<file path="config.mk">
export PLATFORM = sky130hd
export DESIGN_NAME = count_event_monitor
export DESIGN_NICKNAME = d
export VERILOG_FILES = /design/src/rtl/count_event_pkg.sv /design/src/rtl/count_event_fifo.sv /design/src/rtl/count_event_monitor.sv
export SDC_FILE = /design/constraint.sdc
export NUM_CORES = 1
export LEC_CHECK = 0
export ABC_AREA = 1
export BUFFER_PORTS_ARGS = -buffer_cell sky130_fd_sc_hd__buf_2
export CAP_MARGIN = 20
export CORE_AREA = 2 2 66 131
export DETAILED_ROUTE_END_ITERATION = 10
export DIE_AREA = 0 0 68 133
export GPL_ROUTABILITY_DRIVEN = 0
export HOLD_SLACK_MARGIN = 0.03
export PLACE_DENSITY = 0.92
export SLEW_MARGIN = 20
export SYNTH_ARGS = -nofsm -noshare
export SYNTH_HDL_FRONTEND = slang
export SYNTH_SLANG_ARGS = --single-unit
</file>
<file path="constraint.sdc">
create_clock -name clk -period 5.8 [get_ports clk]
set_input_delay 0.58 -clock clk [delete_from_list [all_inputs] [get_ports clk]]
set_output_delay 0.58 -clock clk [all_outputs]
set_load 0.03 [all_outputs]
</file>
<file path="src/rtl/count_event_pkg.sv">
// Shared definitions for the counter event monitor: record kinds and field widths.
// Optional record timestamps are enabled by defining COUNT_EVENT_TS_EN.
package count_event_pkg;

  typedef enum logic [1:0] {
    EV_NONE  = 2'd0,
    EV_WRAP  = 2'd1,
    EV_CLEAR = 2'd2,
    EV_JUMP  = 2'd3
  } ev_kind_e;

  localparam int KIND_W = 2;
  localparam int DROP_W = 8;
  localparam int TS_W   = 16;

  localparam logic [DROP_W-1:0] DROP_MAX = '1;

  // Saturating increment for the dropped-record counter.
  function automatic logic [DROP_W-1:0] drop_inc(input logic [DROP_W-1:0] cnt);
    return (cnt == DROP_MAX) ? cnt : cnt + DROP_W'(1);
  endfunction

endpackage

</file>
<file path="src/rtl/count_event_fifo.sv">
// Synchronous FIFO with a registered head output; flush empties it in one cycle.
// DEPTH must be a power of two so the pointers wrap naturally.
module count_event_fifo #(
  parameter int DW    = 18,
  parameter int DEPTH = 4
) (
  input  logic          clk,
  input  logic          flush,
  input  logic          push,
  input  logic [DW-1:0] din,
  input  logic          pop,
  output logic [DW-1:0] dout,
  output logic          full,
  output logic          empty
);

  localparam int AW = $clog2(DEPTH);
  localparam logic [AW:0] DEPTH_CNT = (AW+1)'(DEPTH);

  logic [DW-1:0] mem [DEPTH];
  logic [AW-1:0] wr_ptr_reg, rd_ptr_reg, rd_ptr_next;
  logic [AW:0]   count_reg, count_next;
  logic [DW-1:0] dout_reg, dout_next;
  logic          do_push, do_pop;

  assign full    = (count_reg == DEPTH_CNT);
  assign empty   = (count_reg == '0);
  assign do_pop  = pop && !empty;
  // A full FIFO still takes a push when the head leaves in the same cycle.
  assign do_push = push && (!full || do_pop);

  always_comb begin
    rd_ptr_next = rd_ptr_reg + AW'(do_pop);
    count_next  = count_reg + (AW+1)'(do_push) - (AW+1)'(do_pop);
    dout_next   = '0;
    if (count_next != '0) begin
      // The only remaining entry is the one being written: forward it.
      if (do_push && count_next == (AW+1)'(1))
        dout_next = din;
      else
        dout_next = mem[rd_ptr_next];
    end
  end

  always_ff @(posedge clk) begin
    if (!flush && do_push)
      mem[wr_ptr_reg] <= din;
  end

  always_ff @(posedge clk) begin
    if (flush) begin
      wr_ptr_reg <= '0;
      rd_ptr_reg <= '0;
      count_reg  <= '0;
      dout_reg   <= '0;
    end else begin
      wr_ptr_reg <= wr_ptr_reg + AW'(do_push);
      rd_ptr_reg <= rd_ptr_next;
      count_reg  <= count_next;
      dout_reg   <= dout_next;
    end
  end

  assign dout = dout_reg;

endmodule

</file>
<file path="src/rtl/count_event_monitor.sv">
// Classifies successive counter samples and queues anomalous steps as event records.
// Define COUNT_EVENT_TS_EN to add a 16-bit cycle timestamp to every record (ev_ts port).
module count_event_monitor
  import count_event_pkg::*;
#(
  parameter int WIDTH = 8,
  parameter int DEPTH = 4
) (
  input  logic              clk,
  input  logic              reset,
  input  logic [WIDTH-1:0]  value,
  input  logic              smp_en,
  input  logic              clr,
  output logic              ev_valid,
  input  logic              ev_ready,
  output logic [KIND_W-1:0] ev_kind,
  output logic [WIDTH-1:0]  ev_value,
  output logic [WIDTH-1:0]  ev_prev,
  output logic              overflow,
  output logic [DROP_W-1:0] drop_cnt
`ifdef COUNT_EVENT_TS_EN
  ,
  output logic [TS_W-1:0]   ev_ts
`endif
);

  typedef enum logic {ST_INIT, ST_TRACK} state_e;

  localparam logic [WIDTH-1:0] VAL_MAX = '1;
  localparam logic [WIDTH-1:0] VAL_ONE = WIDTH'(1);
  localparam logic [WIDTH-1:0] VAL_ZERO = '0;
`ifdef COUNT_EVENT_TS_EN
  localparam int REC_W = TS_W + KIND_W + 2*WIDTH;
`else
  localparam int REC_W = KIND_W + 2*WIDTH;
`endif

  state_e            state_reg;
  logic [WIDTH-1:0]  prev_reg;
  logic              overflow_reg;
  logic [DROP_W-1:0] drop_cnt_reg;
  ev_kind_e          kind_c;
  logic              flush, push, pop, drop;
  logic              fifo_full, fifo_empty;
  logic [REC_W-1:0]  rec_in, rec_out;

  assign flush = !reset || clr;

  // First match wins; the wrap test must precede the clear test.
  always_comb begin
    kind_c = EV_NONE;
    if (value == prev_reg)
      kind_c = EV_NONE;
    else if (prev_reg != VAL_MAX && value == prev_reg + VAL_ONE)
      kind_c = EV_NONE;
    else if (prev_reg == VAL_MAX && value == VAL_ZERO)
      kind_c = EV_WRAP;
    else if (value == VAL_ZERO)
      kind_c = EV_CLEAR;
    else
      kind_c = EV_JUMP;
  end

  assign push = smp_en && (state_reg == ST_TRACK) && (kind_c != EV_NONE);
  assign pop  = ev_valid && ev_ready;
  assign drop = push && fifo_full && !pop;

  always_ff @(posedge clk) begin
    if (flush) begin
      state_reg    <= ST_INIT;
      prev_reg     <= '0;
      overflow_reg <= 1'b0;
      drop_cnt_reg <= '0;
    end else begin
      if (smp_en) begin
        state_reg <= ST_TRACK;
        prev_reg  <= value;
      end
      if (drop) begin
        overflow_reg <= 1'b1;
        drop_cnt_reg <= drop_inc(drop_cnt_reg);
      end
    end
  end

`ifdef COUNT_EVENT_TS_EN
  logic [TS_W-1:0] ts_reg;

  always_ff @(posedge clk) begin
    if (flush)
      ts_reg <= '0;
    else
      ts_reg <= ts_reg + TS_W'(1);
  end

  assign rec_in = {ts_reg, kind_c, value, prev_reg};
  assign {ev_ts, ev_kind, ev_value, ev_prev} = rec_out;
`else
  assign rec_in = {kind_c, value, prev_reg};
  assign {ev_kind, ev_value, ev_prev} = rec_out;
`endif

  count_event_fifo #(
    .DW    (REC_W),
    .DEPTH (DEPTH)
  ) u_fifo (
    .clk   (clk),
    .flush (flush),
    .push  (push),
    .din   (rec_in),
    .pop   (pop),
    .dout  (rec_out),
    .full  (fifo_full),
    .empty (fifo_empty)
  );

  assign ev_valid = !fifo_empty;
  assign overflow = overflow_reg;
  assign drop_cnt = drop_cnt_reg;

endmodule

</file>
=== Word-level counts from Yosys, hierarchy flattened ===
Memory sizes are Yosys's and may differ from the RTL's.
Index checks and enable logic that the tools add are counted.

* Flip-flop bits (word level): 43
* Memory bits (writable): 72
* Output and inout port bits: 28
* Word-level logic and storage cells: 55
* Memories: 1

* $add $sub $neg: 6
* Equal/unequal tests: 7
* Mux-type cells: 7
* Bitwise logic cells: 2
* Reductions and logical operators: 24

{| class="wikitable"
|+ Memories
! memory !! words !! bits a word !! read ports !! clocked after Yosys merged registers in !! write ports !! RTL line !! text
|-
| u_fifo.mem || 4 || 18 || 1 || 0 || 1 || count_event_fifo.sv:20 || <nowiki>logic [DW-1:0] mem [DEPTH];</nowiki>
|}

{| class="wikitable"
|+ Operators with widths
! kind !! number
|-
| $mux 18 || 1
|-
| $add 8x1->8 const B || 2
|-
| $eq 8x8->1 || 2
|-
| $eq 8x8->1 const B || 2
|-
| $logic_and 1x1->1 || 11
|-
| $logic_not 8->1 || 1
|-
| $ne 8x8->1 const B || 1
|-
| $mux 2 || 3
|-
| $logic_not 1->1 || 5
|-
| $add 2x1->2 || 2
|-
| $add 3x1->3 || 1
|-
| $eq 3x1->1 const B || 1
|-
| $eq 3x3->1 const B || 1
|-
| $logic_not 3->1 || 1
|-
| $mux 1 || 3
|-
| $reduce_bool 3->1 || 1
|-
| $sub 3x1->3 || 1
|-
| $logic_or 1x1->1 || 2
|-
| $not 1->1 || 2
|-
| $reduce_and 2->1 || 1
|-
| $reduce_bool 2->1 || 1
|-
| $reduce_or 2->1 || 1
|}

=== Depth between registers and ports, before layout ===
Gate-level depths: netlist (run 1).

* Depth after elaboration: 13
* Mapped depth: 19

=== Hierarchy ===
From an unflattened synthesis (run 1), not the netlist that was laid out.

* Cell total of the unflattened synthesis: 619
* Area, all modules: 5,368.9 µm²

{| class="wikitable"
|+ Modules (own cells, without submodules)
! module !! instances !! cells each !! area each (µm²) !! sequential area each (µm²)
|-
| count_event_fifo || 1 || 426 || 4,075.2 || 2,662.6
|-
| count_event_monitor || 1 || 193 || 1,293.7 || 360.3
|}

=== Least setup slack after synthesis (run 1) ===
Ideal clock, no wire load.

* Path kind: register to register
* Start point: reg prev_reg[1]
* End point: reg u_fifo.dout_reg[1] (netlist: u_fifo.dout[1])
* Setup time: 113 ps
* Arrival: 2,889 ps
* Required time: 5,687 ps
* Path slack: 2,798 ps
* Cell stages (with the launch flop): 19
* Clock period less this slack: 3,002 ps
* Cells stage by stage: dfxtp_1 > ha_1 > nand3_1 > inv_1 > nand2_1 > nand2_1 > nand2_1 > nor2_1 > nand3_2 > nand2_1 > nor3_2 > ha_1 > fa_1 > xnor2_1 > nor3_1 > nand4_4 > buf_6 > nor2_1 > nor2_1

* Word-level cells in the longest chain between the ends: 13

{| class="wikitable"
|+ RTL lines
! element !! RTL line !! text
|-
| start, declared || count_event_monitor.sv:39 || <nowiki>logic [WIDTH-1:0] prev_reg;</nowiki>
|-
| start signal, assigned || count_event_monitor.sv:77 || <nowiki>prev_reg <= value;</nowiki>
|-
| $add 8x1->8 / $eq 8x8->1 (equally long branches) || count_event_monitor.sv:54, count_event_monitor.sv:56 ||
|-
| $eq 8x8->1 / $logic_and 1x1->1 (equally long branches) || count_event_monitor.sv:54, count_event_monitor.sv:56 ||
|-
| $logic_and 1x1->1 / $mux 2 (equally long branches) || count_event_monitor.sv:54, count_event_monitor.sv:56 ||
|-
| $mux 2 || count_event_monitor.sv:54 || <nowiki>else if (prev_reg != VAL_MAX && value == prev_reg + VAL_ONE)</nowiki>
|-
| $mux 2 || count_event_monitor.sv:52 || <nowiki>if (value == prev_reg)</nowiki>
|-
| $reduce_bool 2->1 || count_event_monitor.sv:64 || <nowiki>assign push = smp_en && (state_reg == ST_TRACK) && (kind_c != EV_NONE);</nowiki>
|-
| $logic_and 1x1->1 || count_event_monitor.sv:64 ||
|-
| $logic_and 1x1->1 || count_event_fifo.sv:30 || <nowiki>assign do_push = push && (!full || do_pop);</nowiki>
|-
| $add 3x1->3 || count_event_fifo.sv:34 || <nowiki>count_next = count_reg + (AW+1)'(do_push) - (AW+1)'(do_pop);</nowiki>
|-
| $sub 3x1->3 || count_event_fifo.sv:34 ||
|-
| $eq 3x1->1 / $reduce_bool 3->1 (equally long branches) || count_event_fifo.sv:38, count_event_fifo.sv:36 ||
|-
| $logic_and 1x1->1 / $not 1->1 (equally long branches) || - ||
|-
| $mux 18 / $reduce_or 2->1 (equally long branches) || - ||
|-
| end signal, assigned || count_event_fifo.sv:60 || <nowiki>dout_reg <= dout_next;</nowiki>
|-
| end, declared || count_event_fifo.sv:23 || <nowiki>logic [DW-1:0] dout_reg, dout_next;</nowiki>
|}

Parallel ways exist; a longest one is shown, timed or not.
A chain may end at the register's enable or synchronous reset.

=== Final worst setup path (run 1) ===
* Start point: reg prev_reg[1]
* End point: reg u_fifo.dout_reg[10] (netlist: u_fifo.dout[10])

* Word-level cells in the longest chain between the ends: 13

{| class="wikitable"
|+ RTL lines
! element !! RTL line
|-
| $add 8x1->8 / $eq 8x8->1 (equally long branches) || count_event_monitor.sv:54, count_event_monitor.sv:56
|-
| $eq 8x8->1 / $logic_and 1x1->1 (equally long branches) || count_event_monitor.sv:54, count_event_monitor.sv:56
|-
| $logic_and 1x1->1 / $mux 2 (equally long branches) || count_event_monitor.sv:54, count_event_monitor.sv:56
|-
| $mux 2 || count_event_monitor.sv:54
|-
| $mux 2 * || count_event_monitor.sv:52
|-
| $reduce_bool 2->1 * || count_event_monitor.sv:64
|-
| $logic_and 1x1->1 * || count_event_monitor.sv:64
|-
| $logic_and 1x1->1 * || count_event_fifo.sv:30
|-
| $add 3x1->3 || count_event_fifo.sv:34
|-
| $sub 3x1->3 || count_event_fifo.sv:34
|-
| $eq 3x1->1 / $reduce_bool 3->1 (equally long branches) || count_event_fifo.sv:38, count_event_fifo.sv:36
|-
| $logic_and 1x1->1 / $not 1->1 (equally long branches) || -
|-
| $mux 18 / $reduce_or 2->1 (equally long branches) || -
|}

Mark *: on every way between the ends. The rest lies on a longest branch, timed or not.

==> results of run 1 <==
[layout make-up]
class	count	area, um2	share of cell area (%)
inverter	40	150	2.57
tap	98	123	2.10
clock inverter	9	53.8	0.921
sequential	115	3020	51.7
multi-input combinational	377	1750	29.9
clock buffer	23	499	8.54
timing repair buffer	46	245	4.20
[worst max-delay path by stage]
stage	start	end	cells past startpoint
floorplan	prev_reg[1]$_SDFFE_PP0P_	u_fifo.dout[1]$_SDFF_PP0_	18
global placement	prev_reg[1]$_SDFFE_PP0P_	u_fifo.dout[12]$_SDFF_PP0_	17
detailed placement	value[2]	u_fifo.dout[10]$_SDFF_PP0_	15
CTS	prev_reg[1]$_SDFFE_PP0P_	u_fifo.dout[10]$_SDFF_PP0_	15
global route	prev_reg[1]$_SDFFE_PP0P_	u_fifo.dout[10]$_SDFF_PP0_	15
finish	prev_reg[1]$_SDFFE_PP0P_	u_fifo.dout[10]$_SDFF_PP0_	15
[power breakdown]
group	internal [mW]	switching (mW)
logic	0.0309	0.0746
registers	0.876	0.00862
clock network	0.599	0.345
total	1.51	0.428
[logic make-up (layout without fill, tap and decap cells)]
kind of cell / after synthesis / in the layout
simple gates: 288 / 288
flops: 115 / 115
compound gates: 68 / 68
buf+inv: 60 / 118
xor+xnor: 14 / 14
fa+ha+maj: 7 / 7
[stage by stage]
step / utilization, % / worst slack (ps) / instances / hold slack [ps]
final: 72.0 / 1850 / 708 / 450
after global routing: 72.0 / 1450 / 708 / 451
after CTS: 71.9 / 1930 / 708 / 439
after detailed placement: 65.1 / 1990 / 676 / 454
after global placement: 65.1 / 2170 / 676 / 449
after floorplan: - / 2800 / 552 / 449
[cell usage after synthesis, drive strengths merged]
cell / count / share of area (%)
nand2: 164 / 12
nor2: 101 / 7.8
edfxtp: 72 / 43
o21ai: 47 / 4.7
dfxtp: 43 / 17
inv: 40 / 3.0
a21oi: 19 / 2.1
nand3: 13 / 1.5
clkbuf: 12 / 0.90
xnor2: 9 / 1.6
buf: 8 / 1.2
ha: 6 / 1.5
xor2: 5 / 0.87
nor3: 4 / 0.50
nand4: 3 / 0.67
nor4: 2 / 0.25
a21boi: 1 / 0.15
a31oi: 1 / 0.25
and2: 1 / 0.12
fa: 1 / 0.40
[routing by layer]
metal / GRT usage, % / vias to the layer above / share of wire [%]
met2: 45.1 / 184 / 53
met3: 7.74 / 38 / 6.8
met4: 15.4 / 0 / 3.4
li1: - / 1881 / -
met5: 0 / - / 0
met1: 30.4 / 1763 / 36
[cells in the final DEF (no fill, tap or decap), drive strengths merged, types with 2 or more instances in the layout]
| master | instances |
|---|---|
| edfxtp | 72 |
| nand2 | 164 |
| clkbuf | 23 |
| nor3 | 4 |
| a21oi | 19 |
| buf | 46 |
| nand3 | 13 |
| xnor2 | 9 |
| ha | 6 |
| nor4 | 2 |
| nand4 | 3 |
| nor2 | 101 |
| inv | 40 |
| dfxtp | 43 |
| xor2 | 5 |
| clkinv | 7 |
| o21ai | 47 |
| clkinvlp | 2 |
==> summary.txt, run 1 <==
Timing
  • Final hold vios: 0
  • Final period utilization: between 60% and 70%
  • Unrepaired setup endpoints after global routing: no
  • Max-slew headroom: 30.1%
  • Final setup TNS: 0 ps
  • Slew of the pin with the lowest slew margin: between 1000 and 1500 ps
  • Pins Over Slew Limit: 0
  • Fin crit period: 3950 ps
  • Fmax: 253 MHz
  • Setup Skew: approximately 7.8 ps
  • # setup viols final: 0

Drt
  • Detail Route Antenna Nets: 0
  • Vias per inst: about 5.5
  • First DRT Iteration DRCs: roughly 380
  • Routed length per instance: between 15 and 20 um
  • DRC: 0
  • Drt first pass iters: 5
  • Routed wire length: 11000 um
  • Via Count: about 3900

Floorplanning
  • Initial Util: between 60% and 70%
  • Die width: approximately 70 um
  • IO Pins: 41
  • Die Y: 133 um
  • Core Rows: between 40 and 50
  • DIE AREA: 9040 um2
  • Core area: 8120 um2

Synth
  • Synth Area in Simple Gates: a little under a quarter
  • Syn Inst Count: 552
  • Post-synthesis adder-cell area fraction: 1.90%
  • Mean Syn Cell Area: ~9 um2
  • Netlist Area Pre-Place: around 5000 um2
  • Distinct cells, synth: 30
  • Warnings from Yosys: 0
  • Main combinational cell family by area after synthesis: simple AND/OR/NAND/NOR gates
  • Mux cell area share after synthesis: 0%
  • Compound-cell area share of the yosys netlist: under 10%
  • Post-synthesis register bit count: ~120
  • Seq/Total Area, Yosys: 60.2%
  • Synth Area in XOR/XNOR: 2.44%
  • Post-synthesis net count: roughly 570

Placement
  • HPWL Detailed: 6730 um
  • Port Buffers: 40
  • Post-DP Area: between 5000 and 6000 um2

Layout
  • Final instance area: between 5000 and 6000 um2
  • # fillers: ~540
  • Max FFs per register: 72
  • Fin nets: about 620
  • Share of post-route cells with drive strength above 1: 14.9%
  • N_diodes: 0
  • Area growth syn-to-layout: 16.5%

Pwr
  • Worst-case vdd ir drop: 306 uV
  • Pwr dens: 331 nW/um2
  • Power, Total: about 1.9 mW
  • P_leak: about 2.5 nW

Critical path
  • Cell Chain, Critical Path: ha_1, nand2_1, o21ai_0, nand3_1, nor2_2, nand3_2, nand2_1, nor3_2, ha_1, fa_1, xnor2_1, nor3_1, nand4_4, o21ai_0, nor2_1
  • CP endpoint kind: register
  • Crit path launch type: register
  • CP max stage delay: approximately 500 ps
  • Top delay family on crit path: simple AND/OR/NAND/NOR gates
  • Bufs and invs on worst path: 0
  • Critical path peak fanout: 36
  • R2R setup slack: 1850 ps
  • Crit-path slowest cell: dfxtp_1
  • FF-to-FF path depth: 15
  • CP Class: register to register
  • Crit path required time: slightly above 6000 ps
  • Crit path DAT: approximately 4300 ps
  • Worst r2r src: prev_reg[1]$_SDFFE_PP0P_
  • Worst R2R End: u_fifo.dout[10]$_SDFF_PP0_

Clock network
  • Htree depth: 4
  • Clk root buf: clkbuf_16
  • Skew-Pair Late Insertion Delay: between 400 and 500 ps
  • CTS buffer count: 17
  • Post CTS Setup Buffer Count: 0
  • CTS Hold Bufs: 0
  • Worst-path clk slew: 50 ps
  • Cts repair resizes: 0
  • CTS tree: yes
  • Clock Sinks: around 120
  • Clock Path Buffers: 2

GRT
  • Global-route wire length before repair: approximately 18000 um
  • Initial antenna violation count: 0
  • Vias in the first global route: approximately 3900
  • Gr usage total: a little over a quarter
  • Total grt overflow: 0
  • Largest net degree at the start of global routing: 38

Job
  • MaxCap Viol Count: 0

Worst hold path
  • Hold Crit Class: input port to register
  • Hold Crit Start: value[4]
  • Hold Crit Endpoint: u_fifo.mem[3][12]$_DFFE_PP_
  • Cell depth of the worst hold path: 1

Outcome
  • Outcome: finished clean
No activity file was read; power rests on OpenSTA's default activity.
==> inputs of run 2 (changes only) <==
--- a/config.mk
+++ b/config.mk
@@ -8,12 +8,12 @@
 export ABC_AREA = 1
 export BUFFER_PORTS_ARGS = -buffer_cell sky130_fd_sc_hd__buf_2
 export CAP_MARGIN = 20
-export CORE_AREA = 2 2 66 131
+export CORE_AREA = 2 2 69 136
 export DETAILED_ROUTE_END_ITERATION = 10
-export DIE_AREA = 0 0 68 133
+export DIE_AREA = 0 0 71 138
 export GPL_ROUTABILITY_DRIVEN = 0
 export HOLD_SLACK_MARGIN = 0.03
-export PLACE_DENSITY = 0.92
+export PLACE_DENSITY = 0.87
 export SLEW_MARGIN = 20
 export SYNTH_ARGS = -nofsm -noshare
 export SYNTH_HDL_FRONTEND = slang
==> constraint.sdc (replaced) <==
create_clock -name clk -period 4 [get_ports clk]
set_input_delay 0.4 -clock clk [delete_from_list [all_inputs] [get_ports clk]]
set_output_delay 0.4 -clock clk [all_outputs]
set_load 0.03 [all_outputs]
==> run 2 against run 1 <==
Against the previous run:
- critical path depth rose by 3
- cell area is 1.3% higher
- utilization down 5.4 points
- via count grew 3.3%
- maximum frequency increased by 12%
- first-iteration DRC count is 0.80% higher
- sequential power grew 45%
- hold slack worse by 170 ps
==> summary.txt, run 2 (synthesis results as in run 1) <==
Floorplanning
  • Core area: 8890 um2 (was 8120 um2)
  • Initial Util: 56.4% (was 61.8%)
  • IO Pins: 41 (unchanged)
  • DIE AREA: 9800 um2 (was 9040 um2)
  • Die Y: 138 um (was 133 um)
  • Core Rows: 49 (was 47)
  • Die width: 71 um (was 68 um)

Drt
  • First DRT Iteration DRCs: 379 (was 376)
  • Drt first pass iters: 5 (unchanged)
  • Detail Route Antenna Nets: 0 (unchanged)
  • Via Count: 3994 (was 3866)
  • M1 wire length: 4130 um (was 4020 um)
  • DR top layer: met4 (unchanged)
  • Routed length per instance: 15.9 um (was 15.6 um)
  • Vias per inst: 5.58 (was 5.46)
  • WL met3: 742 um (was 754 um)
  • DRC: 0 (unchanged)
  • Metal2 WL: 5940 um (was 5890 um)
  • Routed wire length: 11400 um (was 11000 um)

Layout
  • N_diodes: 0 (unchanged)
  • Share of post-route cells with drive strength above 1: 15.0% (was 14.9%)
  • Final instance area: 5920 um2 (was 5840 um2)
  • Fin nets: 621 (was 617)
  • Max FFs per register: 72 (unchanged)
  • # fillers: 665 (was 537)
  • Most common cell after layout, fill and taps aside: nand2_1 (unchanged)
  • Multi-input logic area: 1740 um2 (was 1750 um2)
  • Area growth syn-to-layout: 18.0% (was 16.5%)
  • Most frequent cells in the layout: 164 x nand2_1, 97 x nor2_1, 72 x edfxtp_1, 44 x o21ai_0, 43 x dfxtp_1 (was 164 x nand2_1, 95 x nor2_1, 72 x edfxtp_1, 44 x o21ai_0, 43 x dfxtp_1)
  • Post-layout util: 66.6% (was 72.0%)
  • Sequential Area: 3020 um2 (unchanged)

Timing
  • # setup viols final: 0 (unchanged)
  • Unrepaired setup endpoints after global routing: no (unchanged)
  • Slew of the pin with the lowest slew margin: 722 ps (was 1050 ps)
  • Final WS setup: 466 ps (was 1850 ps)
  • Hold WS: 285 ps (was 450 ps)
  • Fmax: 283 MHz (was 253 MHz)
  • Final setup TNS: 0 ps (unchanged)
  • Setup Skew: 11.9 ps (was 7.82 ps)
  • Fin crit period: 3530 ps (was 3950 ps)
  • Max-slew headroom: 51.9% (was 30.1%)
  • Final hold vios: 0 (unchanged)
  • Final period utilization: 88.3% (was 68.1%)
  • Pins Over Slew Limit: 0 (unchanged)

Clock network
  • Htree depth: 4 (unchanged)
  • Worst-path clk slew: 60 ps (was 50 ps)
  • Cts repair resizes: 0 (unchanged)
  • Clk root buf: clkbuf_16 (unchanged)
  • CTS buffer count: 17 (unchanged)
  • Clock Path Buffers: 2 (unchanged)
  • CTS Hold Bufs: 0 (unchanged)
  • Skew-Pair Late Insertion Delay: 420 ps (was 410 ps)
  • CTS tree: yes (unchanged)
  • Clock Sinks: 115 (unchanged)
  • Post CTS Setup Buffer Count: 0 (unchanged)

Critical path
  • Crit-path slowest cell: dfxtp_1 (unchanged)
  • Worst r2r src: prev_reg[0]$_SDFFE_PP0P_ (was prev_reg[1]$_SDFFE_PP0P_)
  • Bufs and invs on worst path: 2 (was 0)
  • Crit path launch type: register (unchanged)
  • Critical path peak fanout: 36 (unchanged)
  • Cell repeated most along the worst path: nand2_1
  • FF-to-FF path depth: 18 (was 15)
  • CP max stage delay: 480 ps (was 510 ps)
  • Worst R2R End: u_fifo.dout[6]$_SDFF_PP0_ (was u_fifo.dout[10]$_SDFF_PP0_)
  • Cell Chain, Critical Path: ha_1, nand3_1, inv_1, nand2_1, nand2_1, nand2_1, nor2_1, nand3_2, nand2_1, nor3_2, ha_1, fa_1, xnor2_1, nor3_1, nand4_4, buf_4, o21ai_0, nor2_1 (was ha_1, nand2_1, o21ai_0, nand3_1, nor2_2, nand3_2, nand2_1, nor3_2, ha_1, fa_1, xnor2_1, nor3_1, nand4_4, o21ai_0, nor2_1)
  • Crit path required time: 4310 ps (was 6100 ps)
  • Worst Setup SP: prev_reg[0]$_SDFFE_PP0P_ (was prev_reg[1]$_SDFFE_PP0P_)
  • R2R setup slack: 470 ps (was 1850 ps)
  • Worst setup path end: u_fifo.dout[6]$_SDFF_PP0_ (was u_fifo.dout[10]$_SDFF_PP0_)
  • Top delay family on crit path: simple AND/OR/NAND/NOR gates (unchanged)
  • Crit path DAT: 3840 ps (was 4250 ps)
  • CP Class: register to register (unchanged)
  • WP depth: 18 (was 15)
  • CP endpoint kind: register (unchanged)

GRT
  • Global-route wire length before repair: 18000 um (was 18100 um)
  • Vias in the first global route: 3842 (was 3905)
  • Largest net degree at the start of global routing: 38 (unchanged)
  • Total grt overflow: 0 (unchanged)
  • Gr usage total: 24.3% (was 27.3%)
  • Initial antenna violation count: 0 (unchanged)

Placement
  • Port Buffers: 40 (unchanged)
  • HPWL Detailed: 7160 um (was 6730 um)
  • Post-DP Area: 5320 um2 (was 5290 um2)
  • Pre-CTS setup slack: 547 ps (was 1990 ps)

Outcome
  • Outcome: finished clean (unchanged)

Worst hold path
  • Hold Crit Class: input port to register (unchanged)
  • Cell depth of the worst hold path: 1 (unchanged)
  • Hold Crit Start: value[0] (was value[4])

Pwr
  • P_leak: 2.60 nW (was 2.55 nW)
  • Worst-case vdd ir drop: 307 uV (was 306 uV)
  • Pwr dens: 502 nW/um2 (was 331 nW/um2)

Job
  • MaxCap Viol Count: 0 (unchanged)
==> run 2: worst min-delay path by stage <==
stage,to
floorplan,state_reg$_SDFFE_PP0P_
finish,u_fifo.mem[3][8]$_DFFE_PP_
detailed placement,overflow$_SDFFE_PP0P_
global placement,overflow$_SDFFE_PP0P_
global route,u_fifo.mem[0][15]$_DFFE_PP_
CTS,u_fifo.mem[3][8]$_DFFE_PP_
==> run 2: power breakdown <==
group	internal (mW)	total (mW)	leakage, nW	switching, mW
logic	0.0468	0.157	1.25	0.110
registers	1.27	1.28	1.05	0.0119
clock network	1.03	1.53	0.301	0.503
==> run 2: layer usage <==
layer,vias to the layer above,GRT usage (%)
met2,177,40.5
li1,1887,-
met4,0,17.7
met3,48,6.12
met5,-,0
met1,1882,26.0
==> run 2: area by class of cell <==
class | instances | area share (%)
well taps | 102 | 2.16
multi-input cells | 377 | 29.5
inverters | 40 | 2.54
repair buffers | 50 | 4.65
clock buffers | 20 | 7.38
clock inverters | 12 | 2.77
flip-flops and latches | 115 | 51.1
==> run 2: through the flow <==
step	std cells	total power [mW]
CTS	716	2.98
global route	716	3.05
floorplan	552	1.41
global placement	684	1.45
finish	716	2.97
detailed placement	684	1.46
